--- config.mk ---
export PLATFORM = sky130hd
export DESIGN_NAME = pipe_hazard_ctrl
export DESIGN_NICKNAME = d
export VERILOG_FILES = /design/src/rtl/pipe_hazard_ctrl.sv
export SDC_FILE = /design/constraint.sdc
export NUM_CORES = 1
export LEC_CHECK = 0
export CORE_MARGIN = 3
export CORE_UTILIZATION = 40
export CTS_CLUSTER_SIZE = 30
export DETAILED_ROUTE_END_ITERATION = 10
export DONT_BUFFER_PORTS = 1
export PLACE_DENSITY = 0.53
export SETUP_SLACK_MARGIN = 0.05
export SLEW_MARGIN = 0
export SYNTH_ARGS = -nofsm -noshare
export SYNTH_HDL_FRONTEND = slang
export SYNTH_SLANG_ARGS = --single-unit
--- constraint.sdc ---
create_clock -name clk -period 1.6 [get_ports clk]
set_input_delay 0.16 -clock clk [delete_from_list [all_inputs] [get_ports clk]]
set_output_delay 0.16 -clock clk [all_outputs]
set_load 0.02 [all_outputs]
--- src/rtl/pipe_hazard_ctrl.sv ---
// Pipeline sequencing controller: turns load-use, branch, fetch and data-memory
// wait conditions into per-stage enable/flush strobes. Optional macro PIPE_PERF_CNT_EN adds stall_cnt.
module pipe_hazard_ctrl #(
  parameter int REG_ADDR_W  = 5,
  parameter int MEM_TIMEOUT = 16,
  parameter int TO_CNT_W    = 8
) (
  input  logic                  clk,
  input  logic                  rst,
  input  logic [REG_ADDR_W-1:0] id_rs1,
  input  logic [REG_ADDR_W-1:0] id_rs2,
  input  logic                  id_use_rs1,
  input  logic                  id_use_rs2,
  input  logic                  ex_is_load,
  input  logic [REG_ADDR_W-1:0] ex_rd,
  input  logic                  ex_br_taken,
  input  logic                  imem_ready,
  input  logic                  dmem_req,
  input  logic                  dmem_ack,
  output logic                  pc_en,
  output logic                  ifid_en,
  output logic                  ifid_flush,
  output logic                  idex_en,
  output logic                  idex_flush,
  output logic                  exmem_en,
  output logic                  memwb_en,
  output logic                  mem_to_err,
  output logic [1:0]            state_o
`ifdef PIPE_PERF_CNT_EN
  ,
  output logic [31:0]           stall_cnt
`endif
);

  localparam logic [1:0] ST_RUN  = 2'b00;
  localparam logic [1:0] ST_WAIT = 2'b01;
  localparam logic [1:0] ST_TRAP = 2'b10;

  localparam logic [TO_CNT_W-1:0] TO_LIMIT = TO_CNT_W'(MEM_TIMEOUT);
  localparam logic [TO_CNT_W-1:0] CNT_MAX  = '1;

  // Strobe bundle order: {pc_en, ifid_en, ifid_flush, idex_en, idex_flush, exmem_en, memwb_en}
  localparam logic [6:0] STRB_FREEZE = 7'b000_0000;
  localparam logic [6:0] STRB_FLOW   = 7'b110_1011;
  localparam logic [6:0] STRB_BRANCH = 7'b111_1111;
  localparam logic [6:0] STRB_BUBBLE = 7'b000_1111;
  localparam logic [6:0] STRB_FETCH  = 7'b011_1011;
  localparam logic [6:0] STRB_HOLD   = 7'b001_0100;

  logic [1:0]          state;
  logic [1:0]          state_next;
  logic [TO_CNT_W-1:0] to_cnt;
  logic [TO_CNT_W-1:0] to_cnt_next;
  logic [TO_CNT_W-1:0] to_cnt_inc;
  logic                err_next;
  logic                load_use;
  logic                mem_stall;
  logic [6:0]          run_strb;
  logic [6:0]          fsm_strb;
  logic [6:0]          strb;

  // Data-memory handshake: the MEM stage holds dmem_req until a cycle with
  // dmem_ack=1; that ack cycle completes the access and the pipe may advance.
  assign mem_stall = dmem_req && !dmem_ack;

  assign load_use = ex_is_load && (ex_rd != '0) &&
                    ((id_use_rs1 && (id_rs1 == ex_rd)) ||
                     (id_use_rs2 && (id_rs2 == ex_rd)));

  // Pipeline-flow rules shared by RUN and the ack cycle of MEM_WAIT.
  always_comb begin
    run_strb = STRB_FLOW;
    if (ex_br_taken) begin
      run_strb = STRB_BRANCH;
    end else if (load_use) begin
      run_strb = STRB_BUBBLE;
    end else if (!imem_ready) begin
      run_strb = STRB_FETCH;
    end
  end

  always_comb begin
    state_next  = state;
    to_cnt_next = to_cnt;
    err_next    = mem_to_err;
    fsm_strb    = STRB_HOLD;
    to_cnt_inc  = (to_cnt == CNT_MAX) ? to_cnt : to_cnt + TO_CNT_W'(1);
    case (state)
      ST_RUN: begin
        if (mem_stall) begin
          fsm_strb    = STRB_FREEZE;
          state_next  = ST_WAIT;
          to_cnt_next = TO_CNT_W'(1);
        end else begin
          fsm_strb = run_strb;
        end
      end
      ST_WAIT: begin
        if (dmem_ack) begin
          // A late ack wins even on the cycle the watchdog would have fired.
          fsm_strb    = run_strb;
          state_next  = ST_RUN;
          to_cnt_next = '0;
        end else begin
          fsm_strb    = STRB_FREEZE;
          to_cnt_next = to_cnt_inc;
          if (to_cnt_inc >= TO_LIMIT) begin
            state_next = ST_TRAP;
            err_next   = 1'b1;
          end
        end
      end
      ST_TRAP: begin
        fsm_strb = STRB_HOLD;
      end
      default: begin
        fsm_strb   = STRB_HOLD;
        state_next = ST_RUN;
      end
    endcase
  end

  assign strb = rst ? fsm_strb : STRB_HOLD;

  assign {pc_en, ifid_en, ifid_flush, idex_en, idex_flush, exmem_en, memwb_en} = strb;
  assign state_o = state;

  always_ff @(posedge clk or negedge rst) begin
    if (!rst) begin
      state      <= ST_RUN;
      to_cnt     <= '0;
      mem_to_err <= 1'b0;
    end else begin
      state      <= state_next;
      to_cnt     <= to_cnt_next;
      mem_to_err <= err_next;
    end
  end

`ifdef PIPE_PERF_CNT_EN
  // Counts frozen-PC cycles; a trapped core is not stalling, it is dead.
  always_ff @(posedge clk or negedge rst) begin
    if (!rst) begin
      stall_cnt <= '0;
    end else if (!pc_en && (state != ST_TRAP)) begin
      stall_cnt <= stall_cnt + 32'd1;
    end
  end
`endif

endmodule

# [Yosys cells after proc, flatten, opt, wreduce, memory -nomap -nowiden]
# Index checks and enable logic that the tools add are counted.
[word_totals] reg_bits=11 in_bits=24 out_inout_bits=10 word_cells=42
[classes] add_sub_neg=1 n_lt_le_gt_ge=1 eq_ne=7 muxes=15 bitwise_logic=2 n_reduce_logical=13
[op_table] cell="$mux 7" n=6
[op_table] cell="$mux 8" n=3
[op_table] cell="$pmux 8 s2" n=1
[op_table] cell="$pmux 7 s2" n=1
[op_table] cell="$eq 5x5->1" n=2
[op_table] cell="$add 8x1->8 const B" n=1
[op_table] cell="$eq 8x8->1 const B" n=1
[op_table] cell="$ge 8x5->1 const B" n=1
[op_table] cell="$mux 2" n=3
[op_table] cell="$pmux 2 s3" n=1
[op_table] cell="$reduce_and 3->1" n=2
[op_table] cell="$logic_and 1x1->1" n=5
[op_table] cell="$reduce_bool 5->1" n=1
[op_table] cell="$ne 3x3->1 const B" n=1
[op_table] cell="$eq 2x1->1 const B" n=1
[op_table] cell="$eq 2x2->1 const B" n=1
[op_table] cell="$logic_not 2->1" n=1
[op_table] cell="$ne 2x2->1 const B" n=1
[op_table] cell="$not 1->1" n=2
[op_table] cell="$reduce_and 2->1" n=1
[op_table] cell="$reduce_bool 2->1" n=1
[op_table] cell="$logic_not 1->1" n=1
[op_table] cell="$logic_or 1x1->1" n=1

# [Longest topological paths before layout]
# Gate-level depths: netlist of run 1.
[logic_depth] ltp_word=9 depth_mapped=6 ltp_nobuf=5

# [Least setup slack after synthesis of run 1]
# OpenSTA, ideal clock, no wires.
[synth_path] path_kind="flip-flop to output port" from="register state[0] (netlist: state_o[0])" to="output ifid_en" arrival_time_ps=1727 t_required_ps=1440 path_slack_ps=-287 stages_incl_launch_ff=5 path_buffers=0 cell_sequence="dfrtp_1 > o21ba_2 > nor2_1 > and2_1 > a21boi_0"
[synth_via] elab_chain_len=3 elab_cells_between_ends=4 cone_classes="eq/ne: 1; mux: 2; reduce/logical: 1"
[synth_lines] element="from (decl)" line_no="50" text="logic [1:0] state;"
[synth_lines] element="from (signal assigned)" line_no="134" text="state <= state_next;"
[synth_lines] element="$eq 2x1->1 or $logic_not 2->1 (tied branches)" line_no="88" text="case (state)"
[synth_lines] element="$pmux 7 s2 (*)" line_no="88"
[synth_lines] element="$mux 7 (*)" line_no="123" text="assign strb = rst ? fsm_strb : STRB_HOLD;"
[synth_lines] element="to (decl)" line_no="21" text="output logic ifid_en,"
# Mark *: on every way between the ends. The rest lies on a longest branch, timed or not.

# [Worst setup path in the final report of run 1]
[layout_path] from="register state[1] (netlist: state_o[1])" to="output ifid_flush"
[layout_via] elab_chain_len=3 elab_cells_between_ends=4 cone_classes="eq/ne: 1; mux: 2; reduce/logical: 1"
[layout_lines] element="$eq 2x1->1 or $logic_not 2->1 (tied branches)" line_no="88"
[layout_lines] element="$pmux 7 s2 (*)" line_no="88"
[layout_lines] element="$mux 7 (*)" line_no="123"
[layout_lines] element="to (decl)" line_no="22" text="output logic ifid_flush,"
# Marked as above.

==> results.json, run 1 <==
{
  "numCtsBuffers": 3,
  "initial_core_utilization_pct": 45.1,
  "grt_pass1_vias": 771,
  "placementRows": 15,
  "synthToLayoutAreaGrowth_pct": 28.4,
  "grt_overflow_total": 0,
  "timing.critical_path.cells": "buf_6, nand2b_4, nor3_4, a21oi_2, buf_6",
  "clock_power_share_pct": 17.9,
  "grt_max_degree": 15,
  "port_buffers": 0,
  "fin_skew_ps": 6.81,
  "finalNonFillerCells": 138,
  "slew_headroom_pct": 63.6,
  "run_status": "completed",
  "fin_tns_setup_ps": 0,
  "cts-root-to-sink-buffers": 2,
  "synth-warning-count": 0,
  "design.portCount": 34,
  "seq_power_share_pct": 32.3,
  "ys_seq_elements": 11,
  "drv_cap": 0,
  "finalSetupViolCount": 0,
  "synth_top_flop_cell": "dfrtp_1",
  "drt-vias-per-instance": 5.69,
  "cts_tree": "yes",
  "period_share_pct": 95.9,
  "tightest_slew_ps": 546,
  "max_stage_delay_ps": 390,
  "required_ps": 1440,
  "timing.critical_path.to_type": "output port",
  "report.final.slew_viol_count": 0,
  "fin_total_pwr_uw": 1070,
  "post_synthesis_cell_area_um2": 830,
  "die-area_um2": 2660,
  "avgRoutedWirePerCell_um": 14.5,
  "p_int_uw": 668,
  "die_w_um": 51.5,
  "power_per_cell_area_nw_per_um2": 1000,
  "clock_latency_on_the_worst_skew_pair_ps": 270,
  "design.core.area_um2": 1840,
  "gpl.final_weighted_congestion": 0.809,
  "antennaDiodeCount": 0,
  "crit_type": "reg2out",
  "num-fill-cells": 179,
  "place_inst": 132,
  "dr.first_iter.drc_count": 17,
  "holdCritPathClass": "in2reg",
  "drc_errors": 0,
  "synth_sequential_area_ratio_pct": 33.2,
  "synth_enable_flop_cells": 0,
  "post-cts-setup-buffers": 0,
  "cts_root_buf": "clkbuf_4",
  "first_pass_grt_wire_length_um": 3390,
  "crit_fanout": 7,
  "groute.usage.overall_pct": 16.7,
  "switching_power_uw": 402,
  "power.ir.vdd_worst_uv": 511,
  "p_leak_uw": 0.000450,
  "total_count_of_hold_check_failures_in_the_final_report": 0,
  "post_synthesis_cell_count": 98,
  "initial_antenna_violation_count": 0,
  "layout-drive-gt1-share_pct": 29.2,
  "critical_path_s_most_frequent_cell": "buf_6",
  "htreeDepth": 1,
  "cts.sinks": 11,
  "layout.core_utilization_pct": 57.9,
  "critPathLaunchType": "register",
  "drtAntennaViolNets": 0,
  "library_cells_used_by_synthesis": 35,
  "critical_path.slowest_cell": "dfrtp_1",
  "finalNetCount": 139,
  "number_of_buffer_and_inverter_stages_on_the_critical_path": 2,
  "clk_pin_slew_worst_paths_ps": 70,
  "comb_power_share_pct": 49.9,
  "maxClockFrequency_mhz": 652,
  "shortest_period_the_worst_path_allows_ps": 1530,
  "swShare_pct": 37.6,
  "floorplan.die.height_um": 51.5,
  "grt_setup_unrepaired": "true",
  "place_hpwl_um": 1520,
  "syn_area_per_cell_um2": 8.46,
  "firstDrtPassIters": 4,
  "critical_path.top_delay_family": "flip-flops",
  "drt-total-wl_um": 2000,
  "via_count": 785,
  "critical_path_arrival_ps": 1370,
  "mappedNetlistNets": 123,
  "synthArstFlopShare_pct": 100
}
[cells in the mapped netlist (2+ instances only)]
master | instances | share of area [%]
a21o_1 | 2 | 1.8
a21oi_1 | 12 | 7.2
a31o_2 | 2 | 2.1
a31oi_1 | 3 | 2.3
a41o_1 | 2 | 2.4
and3_1 | 3 | 2.3
buf_2 | 2 | 1.2
buf_4 | 2 | 1.8
dfrtp_1 | 11 | 33
inv_1 | 3 | 1.4
nand2_1 | 7 | 3.2
nand2b_1 | 4 | 3.0
nand3_1 | 2 | 1.2
nand4_1 | 2 | 1.5
nor2_1 | 5 | 2.3
nor3_1 | 4 | 2.4
o21ai_0 | 5 | 3.0
xnor2_1 | 10 | 11
[cell type report]
cell class	instances	area, um^2	share of cell area, %
Inverter	3	11.3	1.06
Sequential cell	11	275	25.9
Timing Repair Buffer	16	133	12.5
Tap cell	25	31.3	2.94
Multi-Input combinational cell	79	588	55.2
Clock buffer	4	26.3	2.47
[layer usage]
layer | track usage [%] | vias to the layer above | part of all wire, % | routed length [um]
met5 | 0 | - | 0 | 0
met1 | 22.7 | 359 | 51 | 1020
met3 | 5.73 | 2 | 6.0 | 120
li1 | - | 399 | - | -
met4 | 3.06 | 0 | 0.45 | 9
met2 | 25.8 | 25 | 43 | 851
[stage by stage]
stage	hold WS, ps	area (um^2)	setup slack, ps
finish	119	1060	66.3
global route	120	1060	1.67
floorplan	-136	842	54.5
detailed placement	-135	950	98.8
global placement	-135	950	112
CTS	-432	1020	38.8
[final timing paths]
path                                   startpoint                      to  slack, ps  depth (start not counted)
hold / removal                           dmem_req   to_cnt[0]$_DFFE_PN0P_        120                          2
setup / recovery           state_o[1]$_DFFE_PN0P_              ifid_flush         70                          5
min in group asynchronous                     rst   to_cnt[0]$_DFFE_PN0P_        300                          1
hold reg to reg             to_cnt[3]$_DFFE_PN0P_   to_cnt[3]$_DFFE_PN0P_        550                          1
max in group asynchronous                     rst   to_cnt[7]$_DFFE_PN0P_        950                          1
setup reg to reg            to_cnt[0]$_DFFE_PN0P_  state_o[1]$_DFFE_PN0P_        150                          6
[state kept, by name (all words and copies together) (netlist names)]
signal / count
to_cnt: 8
mem_to_err: 1
state_o: 2
[power groups by stage]
stage / logic (uW) / clock network, uW / registers [uW]
2_1_floorplan: 300 / 0 / 377
3_3_place_gp: 510 / 0 / 347
3_5_place_dp: 503 / 0 / 349
4_1_cts: 522 / 200 / 346
5_1_grt: 590 / 212 / 349
6_report: 534 / 191 / 345
[logic make-up (layout without fill, tap and decap cells)]
group / Yosys count / in the layout / synth area share, %
AOI/OAI and AO/OA: 38 / 38 / 31.2
xor gates and xnor gates: 10 / 10 / 10.6
adders and majority gates: 1 / 1 / 1.51
buffers and inverters: 8 / 23 / 4.83
DFF: 11 / 11 / 33.2
and+or+nand+nor: 30 / 30 / 18.7
[worst reg2reg max path, cell delays in order (launching register included)]
cell	delay, ps
dfrtp_1	390
ha_1	230
and3_4	210
buf_4	150
nor2_2	90
o21ai_2	70
a22o_1	200
[timing repair]
item	CTS	global route
hold endpoints to repair	12	11
gates resized for setup	7	9
endpoints found under the setup margin	6	15
pin swaps	4	4
hold buffers	1	1
[layout by cell type, fill, tap and decap left out, drive strengths merged, types with 4 or more instances in the layout]
cell type,instances
a21oi,12
buf,14
clkbuf,4
dfrtp,11
nand2,7
nand2b,4
nor2,5
nor3,4
o21ai,6
xnor2,10
No activity file was read; power rests on OpenSTA's default activity.
==> run 2, diff against run 1 <==
Settings changed: RECOVER_POWER from default to 50.
==> run 2 against run 1 <==
Against the previous run:
- core utilization is 0.20 points lower
- global-route usage stayed put
- sequential share of layout area is 0.091 points higher
- largest power group unchanged
==> results.json, run 2 (synthesis results as in run 1) <==
{
  "fin_skew_ps": 6.73,
  "largest_reg_flops": 8,
  "synthToLayoutAreaGrowth_pct": 27.9,
  "crit_fanout": 7,
  "avgRoutedWirePerCell_um": 14.5,
  "cts_tree": "yes",
  "num-fill-cells": 181,
  "rr_endpoint": "state_o[1]$_DFFE_PN0P_",
  "clk_pin_slew_worst_paths_ps": 70,
  "run_status": "completed",
  "numCtsBuffers": 3,
  "hold_path_cells": 2,
  "drtAntennaViolNets": 0,
  "mostFrequentLayoutCells": "a21oi_1, dfrtp_1, buf_4, xnor2_1, nand2_1",
  "final_cell_area_um2": 1060,
  "fin_total_pwr_uw": 1060,
  "holdCritPathClass": "in2reg",
  "tightest_slew_ps": 546,
  "cts-root-to-sink-buffers": 2,
  "htreeDepth": 1,
  "design.core.area_um2": 1840,
  "power_per_cell_area_nw_per_um2": 1000,
  "first_pass_grt_wire_length_um": 3390,
  "registers.top_by_ff_count": "to_cnt",
  "critPathLaunchType": "register",
  "total_count_of_hold_check_failures_in_the_final_report": 0,
  "hold-path-endpoint": "to_cnt[0]$_DFFE_PN0P_",
  "finalSetupViolCount": 0,
  "place_hpwl_um": 1520,
  "grt_pass1_vias": 771,
  "placementRows": 15,
  "hold_start": "dmem_req",
  "crit_type": "reg2out",
  "worstReg2RegStart": "to_cnt[0]$_DFFE_PN0P_",
  "drt-total-wl_um": 2000,
  "shortest_period_the_worst_path_allows_ps": 1530,
  "grt_setup_unrepaired": "true",
  "report.final.slew_viol_count": 0,
  "initial_antenna_violation_count": 0,
  "via_count": 786,
  "gpl.final_weighted_congestion": 0.809,
  "register_to_register_setup_slack_ps": 150,
  "finalNetCount": 139,
  "timing.critical_path.to_type": "output port",
  "critical_path_arrival_ps": 1370,
  "slew_headroom_pct": 63.6,
  "fin_tns_setup_ps": 0,
  "postPlaceCellArea_um2": 950,
  "required_ps": 1440,
  "groute.usage.overall_pct": 16.7,
  "initial_core_utilization_pct": 45.1,
  "maxClockFrequency_mhz": 652,
  "port_buffers": 0,
  "p_leak_uw": 0.000446,
  "die_w_um": 51.5,
  "worst_hold_slack_after_final_layout_ps": 119,
  "cts_root_buf": "clkbuf_4",
  "grt_overflow_total": 0,
  "design.portCount": 34,
  "floorplan.die.height_um": 51.5,
  "drv_cap": 0,
  "die-area_um2": 2660,
  "period_share_pct": 95.9,
  "reg2regPathDepth": 6,
  "antennaDiodeCount": 0,
  "dr.first_iter.drc_count": 14,
  "drc_errors": 0,
  "grt_max_degree": 15,
  "layout-drive-gt1-share_pct": 28.3,
  "cts.sinks": 11,
  "power.ir.vdd_worst_uv": 511,
  "clock_latency_on_the_worst_skew_pair_ps": 270,
  "firstDrtPassIters": 4,
  "drt-vias-per-instance": 5.70,
  "post-cts-setup-buffers": 0
}
-- run 2: cell count changes in the layout (fill, tap and decap cells not counted), sizes merged --
cell	delta
clkbuf	+1
buf	-1
-- run 2: per-stage QoR --
stage | instances | utilization (%) | setup WS (ps)
final | 138 | 57.7 | 66.3
after detailed placement | 132 | 51.6 | 98.8
after global routing | 138 | 57.7 | 1.67
after CTS | 137 | 55.3 | 38.8
after global placement | 132 | 51.6 | 112
after floorplan | 98 | - | 54.5
-- run 2: worst max-delay path: stages, from the launching register on --
cell      delay, ps
dfrtp_1         390
buf_6           150
nand2b_4        160
nor3_4          180
a21oi_2          80
buf_6           150
-- run 2: area by class of cell --
cell class              count  area (um^2)  area share (%)
multi-input cells          79          588            55.4
flip-flops and latches     11          275            25.9
repair buffers             16          129            12.1
well taps                  25         31.3            2.95
clock buffers               4         26.3            2.48
inverters                   3         11.3            1.06
-- run 2: report_power, final --
part / leakage [uW] / switching [uW] / internal (uW)
logic: 0.000282 / 280 / 245
registers: 0.000149 / 27.3 / 318
clock network: 0.0000150 / 94.5 / 96.5
-- run 2: how the worst max path moves through the flow --
stage / startpoint / endpoint / depth (start not counted)
2_1_floorplan: to_cnt[0]$_DFFE_PN0P_ / to_cnt[1]$_DFFE_PN0P_ / 6
3_3_place_gp: state_o[0]$_DFFE_PN0P_ / to_cnt[1]$_DFFE_PN0P_ / 5
3_5_place_dp: to_cnt[0]$_DFFE_PN0P_ / to_cnt[4]$_DFFE_PN0P_ / 5
4_1_cts: state_o[0]$_DFFE_PN0P_ / ifid_en / 4
5_1_grt: state_o[1]$_DFFE_PN0P_ / ifid_flush / 5
6_report: state_o[1]$_DFFE_PN0P_ / ifid_flush / 5
-- run 2: per-layer routing --
metal  vias up  global-route usage (%)  wire [um]
met4         0                    3.06          9
met1       360                    22.7       1030
met5         -                       0          0
li1        399                       -          -
met2        25                    25.8        844
met3         2                    5.73        116
-- run 2: repair_timing --
| action | 4_1_cts | 5_1_grt |
|---|---|---|
| setup endpoints to repair | 6 | 15 |
| hold endpoints to repair | 12 | 11 |
| resized for setup | 7 | 9 |
| hold buffers | 1 | 1 |
| pin swaps | 4 | 4 |
